===== src/rtl/seq_detect_param.sv =====
// Purpose : parametrised serial pattern detector with masked symbols, overlap mode and match counter.
// Latency : match pulses one cycle after the edge that accepts the completing symbol.
// Backpr. : none; every in_valid symbol outside a cfg_we cycle is consumed, cfg_we cycles drop it.
//
// Ports:
//   clk, reset_n      clock (rising edge) and asynchronous active-low reset
//   cfg_we            loads cfg_pattern/cfg_mask/cfg_overlap and flushes the history
//   cfg_pattern       N*W bits, symbol i at [W*i +: W], symbol 0 is the oldest in the sequence
//   cfg_mask          bit i = 1 -> symbol i is compared, 0 -> don't-care
//   cfg_overlap       1 = keep history after a match, 0 = restart from an empty history
//   in_valid, in_sym  symbol stream
//   clr_cnt           synchronous clear of match_cnt (takes priority over an increment)
//   match             registered one-cycle pulse per detected pattern
//   match_cnt         saturating match count
//   fill              number of accepted symbols in the history (0..N)
module seq_detect_param #(
    parameter int unsigned W = 2,
    parameter int unsigned N = 4,
    parameter int unsigned CW = 8,
    parameter logic [N*W-1:0] DEF_PAT = 8'b00_11_10_01
) (
    input  logic            clk,
    input  logic            reset_n,
    input  logic            cfg_we,
    input  logic [N*W-1:0]  cfg_pattern,
    input  logic [N-1:0]    cfg_mask,
    input  logic            cfg_overlap,
    input  logic            in_valid,
    input  logic [W-1:0]    in_sym,
    input  logic            clr_cnt,
    output logic            match,
    output logic [CW-1:0]   match_cnt,
    output logic [3:0]      fill
);

    localparam logic [3:0] FILL_MAX = 4'(N);
    localparam logic [3:0] FILL_ARM = 4'(N - 1);

    typedef enum logic [1:0] {
        IDLE  = 2'd0,
        FILL  = 2'd1,
        ARMED = 2'd2
    } state_t;

    state_t                 state_q, state_d;
    logic [N*W-1:0]         pat_q, pat_d;
    logic [N-1:0]           mask_q, mask_d;
    logic                   ovl_q, ovl_d;
    logic [(N-1)*W-1:0]     hist_q, hist_d;
    logic [3:0]             fill_q, fill_d;
    logic                   match_q, match_d;
    logic [CW-1:0]          cnt_q, cnt_d;

    logic                   accept;
    logic [N*W-1:0]         cand;
    logic                   sym_ok;
    logic                   hit;

    always_comb begin
        accept = in_valid && !cfg_we;
        // History holds symbols 0..N-2 (oldest in the low bits); the incoming
        // symbol completes the candidate as symbol N-1.
        cand   = {in_sym, hist_q};

        sym_ok = 1'b1;
        for (int i = 0; i < int'(N); i++) begin
            if (mask_q[i] && (cand[W*i +: W] != pat_q[W*i +: W])) begin
                sym_ok = 1'b0;
            end
        end

        // A hit needs N-1 symbols already held: either fully armed, or one short.
        hit = accept && sym_ok && ((state_q == ARMED) || (fill_q == FILL_ARM));
    end

    always_comb begin
        pat_d   = pat_q;
        mask_d  = mask_q;
        ovl_d   = ovl_q;
        hist_d  = hist_q;
        fill_d  = fill_q;
        match_d = hit;
        cnt_d   = cnt_q;
        state_d = state_q;

        if (cfg_we) begin
            pat_d  = cfg_pattern;
            mask_d = cfg_mask;
            ovl_d  = cfg_overlap;
            hist_d = '0;
            fill_d = '0;
        end else if (accept) begin
            if (hit && !ovl_q) begin
                hist_d = '0;
                fill_d = '0;
            end else begin
                // Dropping the oldest symbol leaves exactly the upper N-1 candidate symbols.
                hist_d = cand[N*W-1:W];
                fill_d = (state_q == ARMED) ? FILL_MAX : fill_q + 4'd1;
            end
        end

        if (clr_cnt) begin
            cnt_d = '0;
        end else if (hit && (cnt_q != {CW{1'b1}})) begin
            cnt_d = cnt_q + 1'b1;
        end

        if (fill_d == 4'd0) begin
            state_d = IDLE;
        end else if (fill_d == FILL_MAX) begin
            state_d = ARMED;
        end else begin
            state_d = FILL;
        end
    end

    always_ff @(posedge clk or negedge reset_n) begin
        if (!reset_n) begin
            state_q <= IDLE;
            pat_q   <= DEF_PAT;
            mask_q  <= {N{1'b1}};
            ovl_q   <= 1'b0;
            hist_q  <= '0;
            fill_q  <= '0;
            match_q <= 1'b0;
            cnt_q   <= '0;
        end else begin
            state_q <= state_d;
            pat_q   <= pat_d;
            mask_q  <= mask_d;
            ovl_q   <= ovl_d;
            hist_q  <= hist_d;
            fill_q  <= fill_d;
            match_q <= match_d;
            cnt_q   <= cnt_d;
        end
    end

    assign match     = match_q;
    assign match_cnt = cnt_q;
    assign fill      = fill_q;

endmodule


===== config.mk =====
export PLATFORM = sky130hd
export DESIGN_NAME = seq_detect_param
export DESIGN_NICKNAME = d
export VERILOG_FILES = /design/src/rtl/seq_detect_param.sv
export SDC_FILE = /design/constraint.sdc
export NUM_CORES = 1
export LEC_CHECK = 0
export BUFFER_PORTS_ARGS = -buffer_cell sky130_fd_sc_hd__buf_4
export CAP_MARGIN = 20
export CORE_MARGIN = 8
export CORE_UTILIZATION = 35
export DETAILED_ROUTE_END_ITERATION = 7
export HOLD_SLACK_MARGIN = 0.03
export PLACE_DENSITY = 0.54
export SYNTH_ARGS = -nofsm -noshare
export SYNTH_HDL_FRONTEND = slang
export SYNTH_SLANG_ARGS = --single-unit

===== constraint.sdc =====
create_clock -name clk -period 2.11 [get_ports clk]
set_input_delay 0.1055 -clock clk [delete_from_list [all_inputs] [get_ports clk]]
set_output_delay 0.1055 -clock clk [all_outputs]
set_load 0.01 [all_outputs]

Word-level counts from Yosys, hierarchy flattened --
Index checks and enable logic that the tools add are counted.
Storage, ports and cells: bits in registers 34, input port bits 20, output and inout port bits 13, word-level logic and storage cells 48
Operators by class: add/sub/neg operators 2, eq/ne operators 8, mux-type cells 15, reduce and logical (&&, ||, !) cells 15
Operators by type and width (count):
- 6-bit 2-to-1 mux | 3
- 4-bit 2-to-1 mux | 4
- 8-bit 2-to-1 mux | 2
- 1-bit logical AND | 9
- 8-bit by 1-bit adder with 8-bit output, second input constant | 1
- 2-bit != test | 4
- 8-bit != test, second input constant | 1
- 4-bit by 1-bit adder with 4-bit output, second input constant | 1
- 4-bit by 2-bit == test with 1-bit output, second input constant | 1
- 4-bit by 3-bit == test with 1-bit output, second input constant | 1
- 4-bit zero test | 1
- 1-bit 2-to-1 mux | 4
- 2-bit 2-to-1 mux | 2
- 2-bit nonzero test | 2
- 2-bit == test, second input constant | 1
- 1-bit zero test | 2
- 1-bit logical OR | 1

Longest topological paths before layout --
Gate-level depths: netlist (run 1).
word-level depth 15, depth in mapped cells 6, mapped depth without buffers 6

Worst setup path before layout (run 1) --
Ideal clock, no wire load.
kind register to register, start register fill_q[0] (netlist: fill[0]), end register cnt_q[0] (netlist: match_cnt[0]), setup time 0.125 ns, arrival time 1.791 ns, required time 1.985 ns, setup slack 0.195 ns, stages on the path, launching flop included 6, path buffers 0, clock period less this slack 1.915 ns, cells stage by stage dfrtp_1 > ha_1 > nor3b_1 > o2111ai_2 > nor3b_1 > mux2_2
Between the ends: word-level cells in the longest chain between the ends 5
Ends and longest elaborated chain:
- start: declaration | RTL line 50 | logic [3:0] fill_q, fill_d;
- start signal: assignment | RTL line 134 | fill_q <= fill_d;
- 4-bit by 2-bit == test with 1-bit output | RTL line 73 | hit = accept && sym_ok && ((state_q == ARMED) || (fill_q == FILL_ARM));
- 1-bit logical OR | RTL line 73
- 1-bit logical AND | RTL line 73
- 1-bit logical AND | RTL line 105 | end else if (hit && (cnt_q != {CW{1'b1}})) begin
- 2-bit nonzero test (no source line)
- end signal: assignment | RTL line 136 | cnt_q <= cnt_d;
- end: declaration | RTL line 52 | logic [CW-1:0] cnt_q, cnt_d;
Every way passes these cells. A chain may end at the register's enable or synchronous reset.

Worst setup path after layout (run 1) --
start register fill_q[0] (netlist: fill[0]), end register cnt_q[5] (netlist: match_cnt[5])
The elaborated chain is that of the path after synthesis.

==> impl_metrics.yaml, run 1 <==
outcome:
  outcome: "finished clean"
worst_setup_path:
  r2r.worst_path.cells: 5
  cp_top_family: "simple AND/OR/NAND/NOR gates"
  critPathRequiredTime_ns: 2.28
  reg2reg_to: "match_cnt[5]"
  reg2reg_slack_ns: 0.15
  end_kind: "flop"
  crit_cells: 5
  arrival_ns: 2.13
  crit_chain: "ha_1, nor3b_2, o2111ai_4, nor4_1, mux2_2"
  path_buf_inv: 0
  crit_end: "match_cnt[5]"
  path_class: "reg2reg"
  cp-start-kind: "flop"
  worstPathMaxFanout: 12
  slowest_delay_ns: 0.40
  startpoint: "fill[0]"
  reg2reg_from: "fill[0]"
  crit_slowest_cell: "nor4_1"
detailed_routing:
  totalWireLength_mm: 3.89
  wire_per_inst_um: 15.2
  drt_first_pass_iters: 4
  wl_met2_mm: 1.89
  drc: 0
  ant_nets: 0
  via_count: 1376
  highest_layer: "met4"
  drt_iter0_drc: 60
  vias_per_cell: 5.38
  wl_met1_mm: 1.72
  wl_met3_um: 228
power_and_ir_drop:
  p_per_area_nw_per_um2: 744
  power_mw: 1.65
  p_leak_nw: 0.965
  peakVddDrop_mv: 0.257
logic_synthesis:
  syn_nets: 180
  synth_ff_type: "dfrtp_1"
  synth_area_leader_cell: "dfrtp_1"
  netlist_instances: 158
  yosysWarnings: 0
  syn_area_per_cell_um2: 10.7
  synth.top_cell.area_share_pct: 38.4
  ys_top_cells_by_area: "dfrtp_1 38%, dfstp_2 12%, mux2_2 10%, xor2_1 4.6%, nand2_1 3.3%"
  syn_area_um2: 1700
  ys_seq_area_share_pct: 50.8
  async_flop_share_pct: 100
  synth_cell_types: 38
  synth_edf_count: 0
  ys_ff_latch: 34
sta:
  rsz0062_at_grt: "no"
  period_share_pct: 92.8
  tightest_slew_ns: 0.442
  setup_violations: 0
  fin_hold_ws_ns: 0.0478
  hold_viol: 0
  tns_ns: 0
  maxSlewViolCount: 0
  fmax_mhz: 511
  slew-limit-headroom_pct: 70.5
  layout_setup_ws_ns: 0.152
  fin_skew_ns: 0.00562
  timing.final.crit_period_ns: 1.96
clocking:
  cts_inserted_buffers: 5
  clk_latency_ns: 0.28
  clock_sinks: 34
  h-tree-depth: 2
  postCtsSetupBuffers: 0
  clkTransAtPathRegs_ns: 0.07
  cts-root-buf: "clkbuf_8"
  tritoncts: "built"
  clk_path_buf_depth: 2
floorplanning:
  die_y_um: 85.6
  dieArea_um2: 7330
  boundaryPins: 33
  core-area_um2: 4690
  num_rows: 25
  die_w_um: 85.6
  initial_core_util_pct: 36.1
layout:
  drive_gt1_share_pct: 38.1
  area_delta_synth_final_pct: 31.1
  final_nets: 223
  final_core_util_pct: 47.4
  antenna_cells: 0
global_route:
  grt_pass1_wl_mm: 6.62
  antenna_found_initial: 0
  grt-ovfl-total: 0
  grt_usage_pct: 11.2
  grt_pass1_vias: 1403
  grt_max_degree: 35
placed_design:
  post-place-ws_ns: 0.0349
  place_hpwl_mm: 2.80
  io_buffers: 32
  gp_congestion: 0.823
min_path:
  holdPathStages: 2
  hp-class: "in2reg"
job:
  drv_cap: 0
## logic make-up (layout without fill, tap and decap cells)
| kind of cell | Yosys count | in the layout | synth area share, % |
|---|---|---|---|
| AND/OR/NAND/NOR | 54 | 54 | 16.4 |
| flip-flops | 34 | 34 | 50.8 |
| AO/OA/AOI/OAI | 32 | 32 | 13.6 |
| multiplexers | 16 | 16 | 10.6 |
| buffers and inverters | 11 | 55 | 2.58 |
| XOR/XNOR | 9 | 9 | 4.65 |
| adder cells (fa/ha/maj) | 2 | 2 | 1.48 |
## synth_stat cells (all sizes together) (4+ instances only)
library cell / n
dfrtp: 26
mux2: 15
nand2: 15
xor2: 9
dfstp: 8
nand3: 8
nor2: 8
a21oi: 7
o21ai: 5
o31ai: 5
clkbuf: 4
inv: 4
nand4: 4
nor3: 4
## sequential cells by signal (all words and copies together) (netlist names)
name / cells
hist_q: 6
pat_q: 8
fill: 4
mask_q: 4
ovl_q: 1
match: 1
match_cnt: 8
state_q: 2
## cell type report
type	count	area [um^2]
Fill cell	446	2470
Sequential cell	34	861
Multi-Input combinational cell	113	812
Timing Repair Buffer	42	320
Clock buffer	6	82.6
Tap cell	54	67.6
Clock inverter	2	60.1
Inverter	5	18.8
## per-stage QoR
step                instance area [um^2]  std cells
finish                              2220        256
detailed placement                  2040        246
floorplan                           1700        158
global route                        2220        256
CTS                                 2190        255
global placement                    2040        246
## routing by layer
layer	up-vias	GRT usage, %
li1	669	-
met1	672	13.0
met2	30	18.7
met3	5	4.30
met4	0	3.34
met5	-	0
## cells in the final DEF (no fill, tap or decap), drive strengths merged, types with 2 or more instances in the layout
cell	synthesis	routed
nor3b	3	3
dlygate4sd3	0	2
o21ai	5	5
bufinv	0	2
nand2	15	15
nand2b	2	2
dfstp	8	8
mux2	15	15
o311ai	2	2
inv	4	4
o41ai	2	2
nor4	2	2
o22ai	3	3
nand3	8	8
clkbuf	4	6
nand4	4	4
buf	2	40
nor2b	3	3
dfrtp	26	26
nor2	8	8
nor3	4	4
or4	3	3
o2111ai	2	2
o31ai	5	5
a21oi	7	7
ha	2	2
xor2	9	9
## how the worst min path moves through the flow
stage	from	slack [ns]	to
2_1_floorplan	reset_n	-0.19	fill[0]
3_3_place_gp	reset_n	0.07	pat_q[2]
3_5_place_dp	reset_n	0.08	pat_q[1]
4_1_cts	clr_cnt	0.03	match_cnt[2]
5_1_grt	cfg_pattern[6]	0.04	pat_q[6]
6_report	cfg_mask[2]	0.05	mask_q[2]
## timing repair
action,in CTS,in global routing
resized for setup,0,3
endpoints found under the hold margin,26,1
endpoints found under the setup margin,0,5
hold buffers,1,1
## where the power goes
group / switching (mW) / total (mW) / leakage (nW) / internal (mW)
sequential: 0.0238 / 0.722 / 0.432 / 0.698
combinational: 0.0959 / 0.188 / 0.462 / 0.0924
clock: 0.240 / 0.744 / 0.0714 / 0.504
total: 0.359 / 1.65 / 0.965 / 1.29
Power figures use the tool's default switching activity.
==> inputs of run 2 (changes only) <==
- GPL_TIMING_DRIVEN: unset -> 1
- PLACE_DENSITY: 0.54 -> 0.56
- clock period: 2.11 -> 1.6 ns (I/O delays scaled with it)
==> run 2 against run 1 <==
Net effect: the flow now finishes with violations (setup timing); critical path type unchanged; routed wire length increased by 20%; via count increased by 14%; sequential share of layout area decreased by 7.4 points; non-clock buffer count increased by 44.
==> impl_metrics.yaml, run 2 (synthesis results as in run 1) <==
outcome:
  outcome: "finished with violations"
  violations: "setup timing"
power_and_ir_drop:
  p_per_area_nw_per_um2: 715
  p_leak_nw: 1.22
  peakVddDrop_mv: 0.694
sta:
  slew-limit-headroom_pct: 71.0
  maxSlewViolCount: 0
  fin_hold_ws_ns: 0.0965
  fmax_mhz: 554
  hold_viol: 0
  period_share_pct: 113
  layout_setup_ws_ns: -0.204
  timing.final.crit_period_ns: 1.80
  fin_skew_ns: 0.00769
  setup_violations: 19
  tightest_slew_ns: 0.436
  rsz0062_at_grt: "yes"
clocking:
  clock_sinks: 34
  h-tree-depth: 2
  tritoncts: "built"
  clkTransAtPathRegs_ns: 0.07
  cts-root-buf: "clkbuf_8"
  cts_inserted_buffers: 5
  clk_latency_ns: 0.29
  clk_path_buf_depth: 2
detailed_routing:
  vias_per_cell: 5.21
  wire_per_inst_um: 15.5
  totalWireLength_mm: 4.65
  drc: 0
  drt_first_pass_iters: 4
  ant_nets: 0
  drt_iter0_drc: 65
  via_count: 1563
layout:
  final_core_util_pct: 58.8
  final_cell_mix: "63 x buf_4, 23 x dfrtp_1, 15 x dlygate4sd3_1"
  area_delta_synth_final_pct: 62.7
  drive_gt1_share_pct: 52.8
  final_nets: 267
  final_common_cell: "buf_4"
  antenna_cells: 0
floorplanning:
  initial_core_util_pct: 36.1
  dieArea_um2: 7330
  core-area_um2: 4690
  num_rows: 25
  die_y_um: 85.6
  die_w_um: 85.6
  boundaryPins: 33
worst_setup_path:
  critPathRequiredTime_ns: 1.77
  end_kind: "flop"
  cp-start-kind: "flop"
  path_class: "reg2reg"
  arrival_ns: 1.97
  worstPathMaxFanout: 7
global_route:
  antenna_found_initial: 0
  grt_pass1_wl_mm: 7.91
  grt_pass1_vias: 1618
  grt_usage_pct: 13.5
  grt_max_degree: 35
  grt-ovfl-total: 0
min_path:
  hp-class: "in2reg"
job:
  drv_cap: 0
placed_design:
  place_hpwl_mm: 3.19
  io_buffers: 32
  gp_congestion: 0.764
## run 2: changes by cell type in the layout (fill, tap and decap cells not counted), sizes merged
cell	before	now
clkbuf	6	7
dlygate4sd3	2	15
bufinv	2	0
buf	40	71
clkinv	1	2
## run 2: critical path, cell delays in order, from the launching register on
cell and delay, ns:
dfstp_2 0.53, xor2_1 0.06, o21ai_1 0.16, nand3_2 0.13
buf_6 0.16, buf_4 0.14, o41ai_4 0.30, o21ba_2 0.21
## run 2: cell type report
type / instances / area (um^2)
Clock inverter: 1 / 5.00
Tap cell: 54 / 67.6
Clock buffer: 7 / 86.3
Timing Repair Buffer: 86 / 717
Inverter: 5 / 18.8
Multi-Input combinational cell: 113 / 998
Fill cell: 385 / 1930
Sequential cell: 34 / 865
## run 2: repair_timing
item / in CTS / in global routing
endpoints found under the setup margin: 19 / 19
hold buffers: 12 / 3
resized for setup: 26 / 15
pin swaps: 13 / 14
gates cloned: 2 / 0
setup buffers: 5 / 6
hold endpoints to repair: 39 / 3
## run 2: worst paths after layout
check,from,to,slack [ns],cells past startpoint
max in group asynchronous,reset_n,mask_q[3],0.97,2
setup reg to reg,pat_q[3],match_cnt[6],-0.20,7
hold / removal,in_sym[0],hist_q[4],0.1,3
hold reg to reg,pat_q[2],pat_q[2],0.53,1
min in group asynchronous,reset_n,hist_q[1],0.28,2
setup / recovery,pat_q[3],match_cnt[6],-0.20,7
## run 2: power by group
| part | internal (mW) | switching [mW] | leakage (nW) | total [mW] |
|---|---|---|---|---|
| logic | 0.208 | 0.168 | 0.741 | 0.376 |
| registers | 0.922 | 0.0355 | 0.427 | 0.958 |
| clock network | 0.347 | 0.292 | 0.0482 | 0.639 |
## run 2: through the flow
step	instances	worst slack, ns	instance area (um^2)	TNS [ns]	power, mW
after floorplan	158	-0.143	1750	-1.65	1.10
after global placement	266	-0.231	2240	-2.08	1.22
after detailed placement	266	-0.250	2240	-2.56	1.23
after CTS	292	-0.181	2610	-2.14	1.95
after global routing	300	-0.288	2760	-4.33	2.07
final	300	-0.204	2760	-2.39	1.97
## run 2: metal layers
metal	global-route usage (%)	wire, um	up-vias
met2	21.8	2350	32
li1	-	-	756
met4	4.78	69	0
met1	16.6	2030	768
met5	0	0	-
met3	4.11	197	7
